File: src/rtl/restoring_divider_seq.sv
// restoring_divider_seq: sequential unsigned restoring divider, one quotient bit per cycle,
// valid/ready handshake on both the operand and the result side.
module restoring_divider_seq #(
    parameter int WIDTH = 8
) (
    input  logic             clk,
    input  logic             rst,
    input  logic             in_valid,
    output logic             in_ready,
    input  logic [WIDTH-1:0] dividend,
    input  logic [WIDTH-1:0] divisor,
    output logic             out_valid,
    input  logic             out_ready,
    output logic [WIDTH-1:0] quotient,
    output logic [WIDTH-1:0] remainder,
    output logic             div_by_zero
);
    localparam logic [1:0] IDLE = 2'd0;
    localparam logic [1:0] BUSY = 2'd1;
    localparam logic [1:0] DONE = 2'd2;
    localparam int CW = $clog2(WIDTH);
    logic [1:0]       state;
    logic [WIDTH-1:0] rem;
    logic [WIDTH-1:0] q;
    logic [WIDTH-1:0] dvs;
    logic [CW-1:0]    cnt;
    logic [WIDTH:0]   shifted;
    logic [WIDTH:0]   trial;
    logic             fit;
    logic [WIDTH-1:0] rem_next;
    logic [WIDTH-1:0] q_next;
    // The partial remainder always stays below the divisor, so its top bit of the
    // WIDTH+1-bit trial is only the borrow and need not be stored.
    always_comb begin
        shifted  = {rem, q[WIDTH-1]};
        trial    = shifted - {1'b0, dvs};
        fit      = !trial[WIDTH];
        rem_next = fit ? trial[WIDTH-1:0] : shifted[WIDTH-1:0];
        q_next   = {q[WIDTH-2:0], fit};
    end
    assign in_ready  = (state == IDLE) && !rst;
    assign out_valid = (state == DONE);
    always_ff @(posedge clk) begin
        if (rst) begin
            state       <= IDLE;
            rem         <= '0;
            q           <= '0;
            dvs         <= '0;
            cnt         <= '0;
            quotient    <= '0;
            remainder   <= '0;
            div_by_zero <= 1'b0;
        end else begin
            case (state)
                IDLE: if (in_valid) begin
                    if (divisor == '0) begin
                        state       <= DONE;
                        quotient    <= '1;
                        remainder   <= dividend;
                        div_by_zero <= 1'b1;
                    end else begin
                        state <= BUSY;
                        rem   <= '0;
                        q     <= dividend;
                        dvs   <= divisor;
                        cnt   <= '0;
                    end
                end
                BUSY: begin
                    rem <= rem_next;
                    q   <= q_next;
                    cnt <= cnt + 1'b1;
                    if (cnt == CW'(WIDTH - 1)) begin
                        state       <= DONE;
                        quotient    <= q_next;
                        remainder   <= rem_next;
                        div_by_zero <= 1'b0;
                    end
                end
                DONE: if (out_ready) state <= IDLE;
                default: state <= IDLE;
            endcase
        end
    end
endmodule

File: config.mk
export PLATFORM = sky130hd
export DESIGN_NAME = restoring_divider_seq
export DESIGN_NICKNAME = d
export VERILOG_FILES = /design/src/rtl/restoring_divider_seq.sv
export SDC_FILE = /design/constraint.sdc
export NUM_CORES = 1
export LEC_CHECK = 0
export CAP_MARGIN = 10
export CORE_UTILIZATION = 42
export CTS_BUF_LIST = sky130_fd_sc_hd__clkbuf_8
export CTS_CLUSTER_SIZE = 25
export DETAILED_ROUTE_END_ITERATION = 8
export PLACE_DENSITY = 0.64
export RECOVER_POWER = 25
export SKIP_LAST_GASP = 1
export SYNTH_ARGS = -nofsm -noshare
export SYNTH_HDL_FRONTEND = slang
export SYNTH_SLANG_ARGS = --single-unit
File: constraint.sdc
create_clock -name clk -period 2.7 [get_ports clk]
set_input_delay 0.27 -clock clk [delete_from_list [all_inputs] [get_ports clk]]
set_output_delay 0.27 -clock clk [all_outputs]
set_load 0.005 [all_outputs]
### After elaboration in Yosys (flattened, before gate mapping)

Index checks and enable logic that the tools add are counted.

| operators by class | value |
|---|---|
| reduce and logical (&&, ||, !) cells | 10 |
| add/subtract/negate cells | 2 |
| bitwise gates (word level) | 1 |
| equal/unequal tests | 8 |
| muxes and demuxes | 27 |

Operators by type and width:

| cell | count |
|---|---|
| 8-bit two-way mux | 11 |
| 8-bit one-hot mux with 2 select lines | 4 |
| 3-bit AND reduction | 3 |
| 9-bit by 8-bit subtractor with 9-bit output | 1 |
| 8-bit logical NOT | 1 |
| 2-bit two-way mux | 4 |
| 3-bit two-way mux | 2 |
| 2-bit inequality test (second input constant) | 3 |
| 2-bit one-hot mux with 3 select lines | 1 |
| 3-bit one-hot mux with 2 select lines | 1 |
| 2-bit by 1-bit inequality test with 1-bit output (second input constant) | 2 |
| 4-bit AND reduction | 1 |
| 3-bit by 1-bit adder with 3-bit output (second input constant) | 1 |
| 3-bit equality test (second input constant) | 1 |
| 1-bit two-way mux | 3 |
| 2-bit by 1-bit equality test with 1-bit output (second input constant) | 1 |
| 2-bit equality test (second input constant) | 1 |
| 1-bit logical NOT | 2 |
| 2-bit logical NOT | 1 |
| 1-bit one-hot mux with 2 select lines | 1 |
| 2-bit nonzero test | 1 |
| 1-bit logical AND | 1 |
| 1-bit inverter | 1 |

| word-level totals | value |
|---|---|
| logic and storage cells | 56 |
| flip-flop bits (word level) | 46 |
| input bits | 20 |

### Logic depth before layout (Yosys ltp)

| logic depth | value |
|---|---|
| depth in word-level cells | 4 |
| depth in mapped cells | 10 |

### Worst setup path after synthesis

No wires, ideal clock.

| path | value |
|---|---|
| path kind | register -> register |
| from | register q[7] |
| to | register rem[4] |
| cell stages (with the launch flop) | 11 |
| path slack | 0.179 ns |
| data arrival time | 2.399 ns |
| cell sequence | dfxtp_1 inv_1 ha_1 inv_1 fa_1 a21o_1 a22o_1 a2111oi_4 buf_6 mux2i_1 o21ai_1 |

| between the ends | value |
|---|---|
| word-level cells in the longest chain between the ends | 3 |

RTL lines:

| what | line | RTL |
|---|---|---|
| start, declared | 24 | `logic [WIDTH-1:0] q;` |
| start signal, assigned | 64 | `q <= dividend;` |
| start signal, assigned | 71 | `q <= q_next;` |
| 9-bit by 8-bit subtractor with 9-bit output | 36 | `trial = shifted - {1'b0, dvs};` |
| 8-bit two-way mux | 38 | `rem_next = fit ? trial[WIDTH-1:0] : shifted[WIDTH-1:0];` |
| 8-bit one-hot mux with 2 select lines | 54 | `case (state)` |
| end signal, assigned | 70 | `rem <= rem_next;` |
| end, declared | 23 | `logic [WIDTH-1:0] rem;` |

No other way between the ends.
A chain may end at the register's enable or synchronous reset.

### Worst setup path in the final report

| path | value |
|---|---|
| from | register q[7] |
| to | register rem[1] |

The elaborated chain is that of the path after synthesis.

==> flow_summary.ini <==
[status]
status = complete, no violations

[place]
portBuffers = 38
place_hpwl_um = 4703
placed_cell_area_um2 = 3068
gp_congestion = 0.8032

[floorplan]
die_h_um = 80.38
io_pins = 39
initial_core_util = 0.4358
die_w_um = 80.38
die-area_um2 = 6460
core.rowCount = 28
core_um2 = 5921

[logic_synthesis]
synth_edf_count = 0
ys_seq_area_frac = 0.3569
postSynthAreaPerCell_um2 = 8.805
synth-seq-cells = 46
synth_nets = 324
yosys_warnings = 0
synth_ff_type = dfxtp_1
synthArstFlopShare = 0
synthCells = 293
netlist_area_um2 = 2580
synth_cell_types = 49

[global_routing]
track_usage = 0.2061
met3_usage = 0.03523
antenna_found_initial = 0
grtUsageMet1 = 0.2923
grt_pass1_wl_um = 10240
grt_max_degree = 27
grt_overflow = 0
grt_use_met2 = 0.3237
gr-max-usage-layer = met2
grt_pass1_vias = 2064

[route]
drt_iter0_markers = 215
num_vias = 2391
drc = 0
wl_per_cell_um = 15.38
vias_per_cell = 5.818
drt-total-wl_um = 6320
first_pass_iters = 4
drtAntennaViolNets = 0

[power_and_ir_drop]
leakagePower_nw = 1.323
netSwitchingPower_mw = 0.5905
ir_drop_mv = 0.2897
combPwrFrac = 0.317
intPower_mw = 1.153
powerDensity_nw_per_um2 = 548.5
power_frac_clock = 0.257
p_sw_frac = 0.3387
seqPwrFrac = 0.427

[clock_tree]
clock_sinks = 46
clk_pin_slew_ns = 0.09
cts_tree = yes
clock_latency_ns = 0.31
cts_buffers = 5
htreeDepth = 2
clk_path_buf_depth = 2
root_buffer = clkbuf_8
cts_hold_buf = 0

[timing]
setup-tns-final_ns = 0
drv_slew = 0
finalCritPeriodShare = 0.9386
slew-limit-headroom = 0.6004
setup_viol = 0
rsz0062_at_grt = no
worst_slew_pin_slew_ns = 0.5994
min_period_ns = 2.534
fmax_mhz = 394.6
fin_skew_ns = 0.01264
hold_viol_final = 0

[min_path]
min_path_type = flip-flop to flip-flop
hold-path-endpoint = rem[1]
min_path_cells = 2
hp-start = rem[1]

[run]
max-cap-violations = 0

[layout]
final_cell_area_um2 = 3178
n_antenna_cell = 0
nets = 366
area_growth_pct = 23.18
drive_gt1_frac = 0.1012
most-common-layout-cells = dfxtp_1, nor2_1, clkdlybuf4s50_1
final_common_cell = dfxtp_1
nFillCells = 572

[critical_path]
ff2ff_path_depth = 10
required_ns = 2.90
r2r_setup_slack_ns = 0.17
crit_type = flip-flop to flip-flop
arrival_ns = 2.73
r2r-end = rem[1]
cp_max_fo = 4
end_kind = flip-flop
r2r-start = q[7]
cp-start-kind = flip-flop
## power by group through the flow
stage	Sequential, mW	Clock, mW	Combinational (mW)
final	0.744	0.447	0.552
after global routing	0.750	0.483	0.598
after CTS	0.744	0.455	0.522
after detailed placement	0.759	0	0.518
after global placement	0.758	0	0.509
after floorplan	0.747	0	0.394
## critical path, stage by stage, from the launching register on
cell and delay (ns):
dfxtp_1 0.33, inv_1 0.08, ha_1 0.19, inv_1 0.06
fa_2 0.36, a21o_1 0.21, a22o_1 0.23, a2111oi_4 0.49
buf_4 0.23, mux2i_1 0.18, o21ai_1 0.07
## registers in the layout, indices dropped and copies added (netlist names)
register,count
dvs,8
q,8
quotient,8
rem,8
remainder,8
cnt,3
state,2
div_by_zero,1
## logic make-up after synthesis
kind of cell | count (synthesis) | synth area share
buf+inv | 33 | 0.05480
flops | 46 | 0.3569
xor+xnor | 4 | 0.01358
fa+ha+maj | 11 | 0.05626
simple gates | 94 | 0.1853
mux | 22 | 0.08535
compound gates | 83 | 0.2478
## cell type report
class	instances	area, um^2	share of cell area
well taps	75	93.84	0.02953
multi-input cells	214	1525	0.4799
clock buffers	5	68.82	0.02165
flip-flops and latches	46	920.9	0.2898
inverters	16	60.06	0.01890
clock inverters	3	23.77	0.007480
repair buffers	52	485.5	0.1528
## cell usage after synthesis, types with 4 or more instances
library cell  count  area (um^2)
dfxtp_1          46        920.9
nor2_1           24        90.09
mux2i_1          22        220.2
nand2_1          20        75.07
a21oi_1          17        85.08
inv_1            16        60.06
nand4_1          13        81.33
clkbuf_1         12        45.04
ha_1             10        125.1
nand3_1          10        50.05
a211oi_1          9        67.56
o211ai_1          8        60.06
o21ai_1           8        40.04
nor2b_1           7        43.79
o221a_2           7        78.83
o21a_1            6        45.04
or4_1             6        45.04
nor3_1            4        20.02
## metal layers
layer	routed length [um]	part of all wire	up-vias
li1	-	-	1192
met1	3183	0.50	1135
met2	2812	0.44	55
met3	229	0.036	9
met4	95	0.015	0
met5	0	0	-
## timing repair
item                                    4_1_cts  5_1_grt
endpoints found under the setup margin        0        6
gates resized for setup                       0        2
setup buffers                                 0        2
## worst max-delay path by stage
stage | start | slack, ns | end | depth (start not counted)
3_3_place_gp | q[7] | 0.20 | rem[6] | 10
4_1_cts | q[7] | 0.1 | rem[4] | 10
2_1_floorplan | q[7] | 0.18 | rem[4] | 10
3_5_place_dp | q[7] | 0.13 | rem[5] | 10
6_report | q[7] | 0.17 | rem[1] | 10
5_1_grt | q[7] | 0.02 | rem[0] | 10
## through the flow
step	hold slack, ns	total power [mW]	setup slack [ns]	cells	utilization
global route	0.5224	1.831	0.01686	411	0.5368
floorplan	0.4172	1.141	0.1791	293	-
detailed placement	0.4770	1.277	0.1298	401	0.5182
finish	0.4859	1.743	0.1657	411	0.5368
CTS	0.4899	1.721	0.09849	409	0.5338
global placement	0.4680	1.268	0.1953	401	0.5182
Note: power is estimated with default switching activity, not from simulation.
